`config.mk`:
```
export PLATFORM = sky130hd
export DESIGN_NAME = multdiv_ctrl
export DESIGN_NICKNAME = d
export VERILOG_FILES = /design/src/rtl/multdiv_ctrl.sv
export SDC_FILE = /design/constraint.sdc
export NUM_CORES = 1
export LEC_CHECK = 0
export CAP_MARGIN = 25
export CORE_MARGIN = 3
export CORE_UTILIZATION = 41
export DETAILED_ROUTE_END_ITERATION = 8
export GPL_ROUTABILITY_DRIVEN = 0
export PLACE_DENSITY = 0.79
export SLEW_MARGIN = 20
export SYNTH_ARGS = -nofsm -noshare
export SYNTH_HDL_FRONTEND = slang
export SYNTH_SLANG_ARGS = --single-unit
```
`constraint.sdc`:
```
create_clock -name clk -period 1.8 [get_ports clk]
set_input_delay 0.36 -clock clk [delete_from_list [all_inputs] [get_ports clk]]
set_output_delay 0.36 -clock clk [all_outputs]
set_load 0.005 [all_outputs]
```
`src/rtl/multdiv_ctrl.sv`:
```
// Sequencer for the multicycle multiply/divide datapath: runs CYCLES iteration
// enables per op, holds the result for writeback, and raises RAW hazard/stall.
module multdiv_ctrl #(
    parameter int CYCLES = 32,
    parameter int CNT_W  = 6
) (
    input  logic             clk,
    input  logic             clr,
    input  logic             start_mult,
    input  logic             start_div,
    input  logic [4:0]       rd_in,
    input  logic [4:0]       rs,
    input  logic [4:0]       rt,
    input  logic             wb_ack,
    output logic             busy,
    output logic             iter_en,
    output logic             first_iter,
    output logic             op_is_div,
    output logic [CNT_W-1:0] count,
    output logic [4:0]       pending_rd,
    output logic             result_valid,
    output logic             hazard,
    output logic             stall
);

    localparam logic [1:0] IDLE = 2'd0;
    localparam logic [1:0] RUN  = 2'd1;
    localparam logic [1:0] DONE = 2'd2;

    localparam logic [CNT_W-1:0] LAST = CNT_W'(CYCLES - 1);

    logic [1:0] state;
    logic       start;
    logic       ack_done;

    assign start    = start_mult | start_div;
    assign ack_done = (state == DONE) & wb_ack;

    // Result handshake: result_valid is held in DONE until the cycle wb_ack is
    // high; that edge consumes it. wb_ack in any other state has no effect.
    always_ff @(posedge clk or negedge clr) begin
        if (!clr) begin
            state      <= IDLE;
            count      <= '0;
            pending_rd <= '0;
            op_is_div  <= 1'b0;
        end else begin
            case (state)
                IDLE: begin
                    if (start) begin
                        pending_rd <= rd_in;
                        op_is_div  <= start_div;
                        count      <= '0;
                        state      <= RUN;
                    end
                end
                RUN: begin
                    if (count == LAST) begin
                        state <= DONE;
                    end else begin
                        count <= count + CNT_W'(1);
                    end
                end
                DONE: begin
                    if (wb_ack) begin
                        count <= '0;
                        // A start on the ack edge chains straight into the next op.
                        if (start) begin
                            pending_rd <= rd_in;
                            op_is_div  <= start_div;
                            state      <= RUN;
                        end else begin
                            state <= IDLE;
                        end
                    end
                end
                default: state <= IDLE;
            endcase
        end
    end

    assign busy         = (state != IDLE);
    assign iter_en      = (state == RUN);
    assign first_iter   = (state == RUN) & (count == '0);
    assign result_valid = (state == DONE);

    // Register 0 is hardwired, so it never carries a dependency.
    assign hazard = busy & (pending_rd != 5'd0) &
                    ((rs == pending_rd) | (rt == pending_rd));
    assign stall  = hazard | (start & busy & ~ack_done);

endmodule

```
==> results of run 1 <==
final cells by class:
cell class / count / area, um^2 / area share, %
timing repair buffer: 64 / 549 / 36.8
multi-input combinational: 64 / 502 / 33.6
sequential: 14 / 350 / 23.5
clock buffer: 4 / 36.3 / 2.43
tap: 25 / 31.3 / 2.10
inverter: 6 / 22.5 / 1.51
cell families after synthesis:
group                      after synthesis
AOI/OAI and AO/OA                       19
xor gates and xnor gates                11
adders and majority gates                2
buffers and inverters                    7
DFF                                     14
muxes                                    5
and+or+nand+nor                         27
registers in the layout, indices dropped and copies added, names as in the netlist:
signal / flops
op_is_div: 1
count: 6
state: 2
pending_rd: 5
routing by layer:
metal / track usage, % / share of wire [%] / vias up
met3: 4.58 / 3.8 / 7
met5: 0 / 0 / -
met1: 27.3 / 44 / 436
li1: - / - / 438
met4: 5.24 / 1.6 / 0
met2: 40.0 / 50 / 30
per-stage QoR:
| stage | cells | setup slack [ns] | total power [mW] | setup TNS [ns] |
|---|---|---|---|---|
| after floorplan | 85 | 0.250 | 0.373 | 0 |
| after global placement | 167 | -0.470 | 0.468 | -2.21 |
| final | 177 | -0.159 | 0.700 | -0.469 |
| after detailed placement | 167 | -0.523 | 0.472 | -2.60 |
| after CTS | 174 | -0.196 | 0.700 | -0.359 |
| after global routing | 177 | -0.269 | 0.731 | -0.840 |
power groups by stage:
stage	clock, mW	combinational [mW]	sequential (mW)
2_1_floorplan	0	0.0329	0.340
3_3_place_gp	0	0.131	0.338
3_5_place_dp	0	0.134	0.338
4_1_cts	0.239	0.129	0.332
5_1_grt	0.256	0.141	0.333
6_report	0.238	0.130	0.332
synth_stat cells, types with 2 or more instances:
| cell | instances | area, um^2 |
|---|---|---|
| mux2_1 | 5 | 56.3 |
| ha_1 | 2 | 25.0 |
| inv_1 | 5 | 18.8 |
| dfrtp_1 | 14 | 350 |
| xnor2_1 | 5 | 43.8 |
| nand4_1 | 3 | 18.8 |
| o31ai_1 | 2 | 15.0 |
| nand2_1 | 4 | 15.0 |
| xor2_1 | 6 | 52.6 |
| o21ai_1 | 3 | 15.0 |
| nor3_1 | 5 | 25.0 |
| nand3_1 | 2 | 10.0 |
| a21oi_1 | 2 | 10.0 |
| a21o_1 | 2 | 15.0 |
| nor2_1 | 4 | 15.0 |
| a22o_1 | 4 | 35.0 |
| o21ai_0 | 3 | 15.0 |
worst max-delay path, stage by stage (launching register included):
cell and delay [ns]:
dfrtp_1 0.40, inv_1 0.06, ha_1 0.12, or4b_4 0.48
nor3_4 0.12, buf_2 0.13
repair_timing:
item | CTS | global route
gates resized for setup | 22 | 4
gates cloned | 0 | 0
pin swaps | 9 | 3
setup endpoints to repair | 6 | 4
buffers inserted | 3 | 3
worst paths after layout:
check,from,endpoint,slack (ns),cells past startpoint
setup / recovery,count[1]$_DFFE_PN0P_,first_iter,-0.16,5
hold / removal,clr,count[5]$_DFFE_PN0P_,0.38,2
setup reg to reg,count[0]$_DFFE_PN0P_,count[4]$_DFFE_PN0P_,0.03,7
hold reg to reg,op_is_div$_DFFE_PN0P_,op_is_div$_DFFE_PN0P_,0.51,1
max in group asynchronous,clr,pending_rd[0]$_DFFE_PN0P_,1.25,2
min in group clk,op_is_div$_DFFE_PN0P_,op_is_div$_DFFE_PN0P_,0.51,1
==> impl_metrics.json, run 1 <==
{
  "area.growth.synth_to_final_pct": 74.8,
  "first_pass_iters": 4,
  "rows": 15,
  "remaining_drc_errors": 0,
  "critPathRequiredTime_ns": 1.44,
  "grt_overflow": 0,
  "arrival_ns": 1.60,
  "fraction_of_the_core_area_covered_by_cells_at_the_end_of_the_flow_pct": 81.1,
  "dpl_cell_area_um2": 1410,
  "num_antenna_cells": 0,
  "postLayoutCellArea_um2": 1490,
  "post_synth_num_cell_types": 31,
  "power_frac_seq_pct": 47.4,
  "ys_async_sr_fraction_pct": 100,
  "power_switching_share_pct": 24.2,
  "worstHoldPathType": "input port to asynchronous set/reset pin",
  "worstSetupPathType": "flip-flop to output pin",
  "htree_num_levels": 1,
  "layout.cells.most_common_list": "clkdlybuf4s50_1, buf_4, dfrtp_1",
  "vdd.ir_drop.worst_mv": 0.510,
  "drt_iter0_drc": 25,
  "drv_cap": 0,
  "synth-edff-count": 0,
  "die_x_um": 51.6,
  "drive_gt1_share_pct": 28.9,
  "post_layout_minimum_cycle_time_ns": 1.96,
  "numCtsBuffers": 3,
  "antenna_found_initial": 0,
  "cell_leakage_power_nw": 0.693,
  "vias_in_the_first_global_route": 931,
  "cts.sinks": 14,
  "worst_slack_ns": -0.159,
  "combinational_family_with_the_most_area_after_synthesis": "simple AND/OR/NAND/NOR gates",
  "rsz0062_at_grt": "yes",
  "max-clock-path-buffers": 2,
  "globalRouteTotalUtil_pct": 22.4,
  "switchingPower_mw": 0.169,
  "dominantRegCellSynth": "dfrtp_1",
  "syn-cell-area_um2": 853,
  "synth-xor-area-share_pct": 11.3,
  "worstSetupStartpointType": "flip-flop",
  "postCtsHoldBufs": 0,
  "synth-compound-area-share_pct": 15.0,
  "layout.filler_cells": 128,
  "clock-skew-final_ns": 0.00355,
  "tightestPinTransition_ns": 0.285,
  "run_status": "finished with violations",
  "violations_in_the_final_reports": "setup timing",
  "minimum_hold_slack_ns": 0.379,
  "finalHoldViolations": 0,
  "detailroute.via_count": 911,
  "synth_sequential_area_ratio_pct": 41.1,
  "avgViaCountPerCell": 5.15,
  "cts.clk_slew.worst_paths_ns": 0.09,
  "critical_path.max_fanout": 2,
  "critPathCaptureType": "output pin",
  "clkLatencyLatePin_ns": 0.29,
  "ratio_of_final_minimum_period_to_clock_period_pct": 109,
  "core-area_um2": 1840,
  "initial_utilization_pct": 46.4,
  "wire_length_per_cell_after_detailed_routing_um": 15.2,
  "post_dp_hpwl_um": 2080,
  "synth.mux.area_fraction_pct": 6.60,
  "p_clk_share_pct": 34.0,
  "cts_tree": "yes",
  "yosys.area_share.adder_pct": 2.93,
  "power.density_cell_area_nw_per_um2": 469,
  "synth-seq-cells": 14,
  "postRouteAntennaNets": 0,
  "synth_cells": 85,
  "max_slew_violation_count": 0,
  "maxSlewHeadroom_pct": 80.9,
  "synthSimpleGateAreaFrac_pct": 19.9,
  "cts_root_buf": "clkbuf_4",
  "pin_count_of_the_biggest_net_entering_global_routing": 15,
  "die-area_um2": 2660,
  "timing.final.setup_violations": 3,
  "final_net_count": 175,
  "synth-warning-count": 0,
  "synth.avg_cell_area_um2": 10.0,
  "numPortBuffers": 37,
  "number_of_nets_in_the_synthesized_netlist": 107,
  "grt_pass1_wl_um": 4420,
  "total_routed_length_um": 2690,
  "achievable-frequency_mhz": 511,
  "die-height_um": 51.6,
  "ios": 38,
  "power_frac_comb_pct": 18.5,
  "internal_pwr_total_mw": 0.531
}
No activity file was read; power rests on OpenSTA's default activity.
==> inputs of run 2 (changes only) <==
--- a/config.mk
+++ b/config.mk
@@ -6,7 +6,7 @@
 export NUM_CORES = 1
 export LEC_CHECK = 0
 export CAP_MARGIN = 25
-export CORE_MARGIN = 3
+export CORE_MARGIN = 2
 export CORE_UTILIZATION = 41
 export DETAILED_ROUTE_END_ITERATION = 8
 export GPL_ROUTABILITY_DRIVEN = 0
==> run 2 against run 1 <==
  * The flow still finishes with violations (setup timing)
  * Global-route usage shrank 0.83 points
  * Clock power shrank 27%
  * Clock skew grew 0.0044 ns
  * Total power shrank 9.3%
  * Critical path type unchanged
  * Highest routed layer unchanged
==> impl_metrics.json, run 2 (synthesized netlist as in run 1, its figures left out) <==
{
  "remaining_drc_errors": 0,
  "total_routed_length_um": 2530,
  "cts.clk_slew.worst_paths_ns": 0.09,
  "worstSetupStartpointType": "flip-flop",
  "sequential_cell_area_um2": 352,
  "drt_iter0_drc": 21,
  "vdd.ir_drop.worst_mv": 0.435,
  "worst_r2r_path_depth": 6,
  "grt_overflow": 0,
  "violations_in_the_final_reports": "setup timing",
  "final_net_count": 169,
  "worstSetupPathType": "flip-flop to output pin",
  "cts.sinks": 14,
  "pin_count_of_the_biggest_net_entering_global_routing": 15,
  "vias_in_the_first_global_route": 880,
  "final_common_cell": "clkdlybuf4s50_1",
  "die-area_um2": 2460,
  "run_status": "finished with violations",
  "leading_registers_by_flop_count": "count: 6 flops, pending_rd: 5 flops, state: 2 flops",
  "drive_gt1_share_pct": 26.2,
  "die_x_um": 49.6,
  "multiInputGateArea_um2": 502,
  "finalHoldViolations": 0,
  "cts_root_buf": "clkbuf_4",
  "rsz0062_at_grt": "yes",
  "worstHoldPathType": "input port to asynchronous set/reset pin",
  "r2r_slack_ns": 0.10,
  "fraction_of_the_core_area_covered_by_cells_at_the_end_of_the_flow_pct": 73.7,
  "worst_slack_ns": -0.120,
  "num_antenna_cells": 0,
  "minimum_hold_slack_ns": 0.384,
  "cell_leakage_power_nw": 0.670,
  "rows": 16,
  "numCtsBuffers": 3,
  "maxSlewHeadroom_pct": 77.0,
  "achievable-frequency_mhz": 521,
  "critPathCaptureType": "output pin",
  "postRouteAntennaNets": 0,
  "area.growth.synth_to_final_pct": 69.4,
  "avgViaCountPerCell": 5.20,
  "ios": 38,
  "antenna_found_initial": 0,
  "drv_cap": 0,
  "die-height_um": 49.6,
  "post_layout_minimum_cycle_time_ns": 1.92,
  "max_slew_violation_count": 0,
  "layout.cells.most_common_list": "clkdlybuf4s50_1, buf_4, dfrtp_1",
  "numPlacedInstances": 165,
  "first_pass_iters": 4,
  "cts_tree": "yes",
  "largest_reg_flops": 6,
  "tightestPinTransition_ns": 0.341,
  "layout.filler_cells": 162,
  "fin_setup_tns_ns": -0.212,
  "wire_length_per_cell_after_detailed_routing_um": 14.7,
  "globalRouteTotalUtil_pct": 21.5,
  "critical_path.max_fanout": 2,
  "timing.final.setup_violations": 3,
  "clock-skew-final_ns": 0.00796,
  "timing.rr.end": "pending_rd[0]$_DFFE_PN0P_",
  "core-area_um2": 1960,
  "detailroute.via_count": 894,
  "critPathRequiredTime_ns": 1.44,
  "worstReg2RegStart": "state[1]$_DFFE_PN0P_",
  "post_dp_hpwl_um": 1950,
  "largest_register": "count",
  "grt_pass1_wl_um": 4150,
  "clkLatencyLatePin_ns": 0.27,
  "fin_cells": 172,
  "numPortBuffers": 37,
  "htree_num_levels": 1,
  "ratio_of_final_minimum_period_to_clock_period_pct": 107,
  "arrival_ns": 1.56,
  "initial_utilization_pct": 43.5,
  "power.density_cell_area_nw_per_um2": 439,
  "max-clock-path-buffers": 2
}
[run 2: per-layer routing]
metal / vias up / routed length, um / global-route usage [%]
met5: - / 0 / 0
met3: 2 / 96 / 1.82
met4: 0 / 19 / 5.56
li1: 423 / - / -
met1: 438 / 1040 / 25.3
met2: 31 / 1370 / 41.3
[run 2: timing repair]
action / CTS / global route
buffers inserted: 3 / 1
pin swaps: 9 / 0
resized for setup: 25 / 4
hold buffers: 0 / 0
endpoints found under the setup margin: 5 / 6
[run 2: final cells by class]
class | count | share of cell area, %
inverter | 6 | 1.73
timing repair buffer | 58 | 35.3
clock buffer | 3 | 1.56
sequential | 14 | 24.3
multi-input combinational | 64 | 34.7
tap | 27 | 2.34
[run 2: worst max path at each step]
stage	startpoint	endpoint	slack, ns	cells past startpoint
2_1_floorplan	count[0]$_DFFE_PN0P_	first_iter	0.25	4
3_3_place_gp	rs[2]	stall	-0.46	6
3_5_place_dp	rs[2]	stall	-0.56	6
4_1_cts	count[1]$_DFFE_PN0P_	first_iter	-0.14	5
5_1_grt	count[1]$_DFFE_PN0P_	first_iter	-0.18	5
6_report	count[1]$_DFFE_PN0P_	first_iter	-0.12	5
[run 2: through the flow]
stage               setup WS, ns  power [mW]  cell area [um^2]
floorplan                  0.250       0.373               853
CTS                       -0.138       0.638              1420
global placement          -0.465       0.466              1380
global route              -0.180       0.659              1450
detailed placement        -0.556       0.471              1380
finish                    -0.120       0.635              1450
[run 2: worst max-delay path: stages (launching register included)]
cell and delay, ns:
dfrtp_1 0.39, inv_1 0.06, ha_1 0.13, or4b_4 0.46
nor3_2 0.12, buf_2 0.14
[run 2: report_power, final]
group | switching (mW) | total, mW | internal [mW]
clock | 0.0958 | 0.173 | 0.0772
combinational | 0.0465 | 0.130 | 0.0835
sequential | 0.00944 | 0.332 | 0.322
total | 0.152 | 0.635 | 0.483
==> inputs of run 3 (changes only) <==
--- a/config.mk
+++ b/config.mk
@@ -5,6 +5,7 @@
 export SDC_FILE = /design/constraint.sdc
 export NUM_CORES = 1
 export LEC_CHECK = 0
+export ABC_CLOCK_PERIOD_IN_PS = 1800
 export CAP_MARGIN = 25
 export CORE_MARGIN = 2
 export CORE_UTILIZATION = 41
==> results of run 3 <==
Final layout, timing and power as in run 2 (identical DEF).
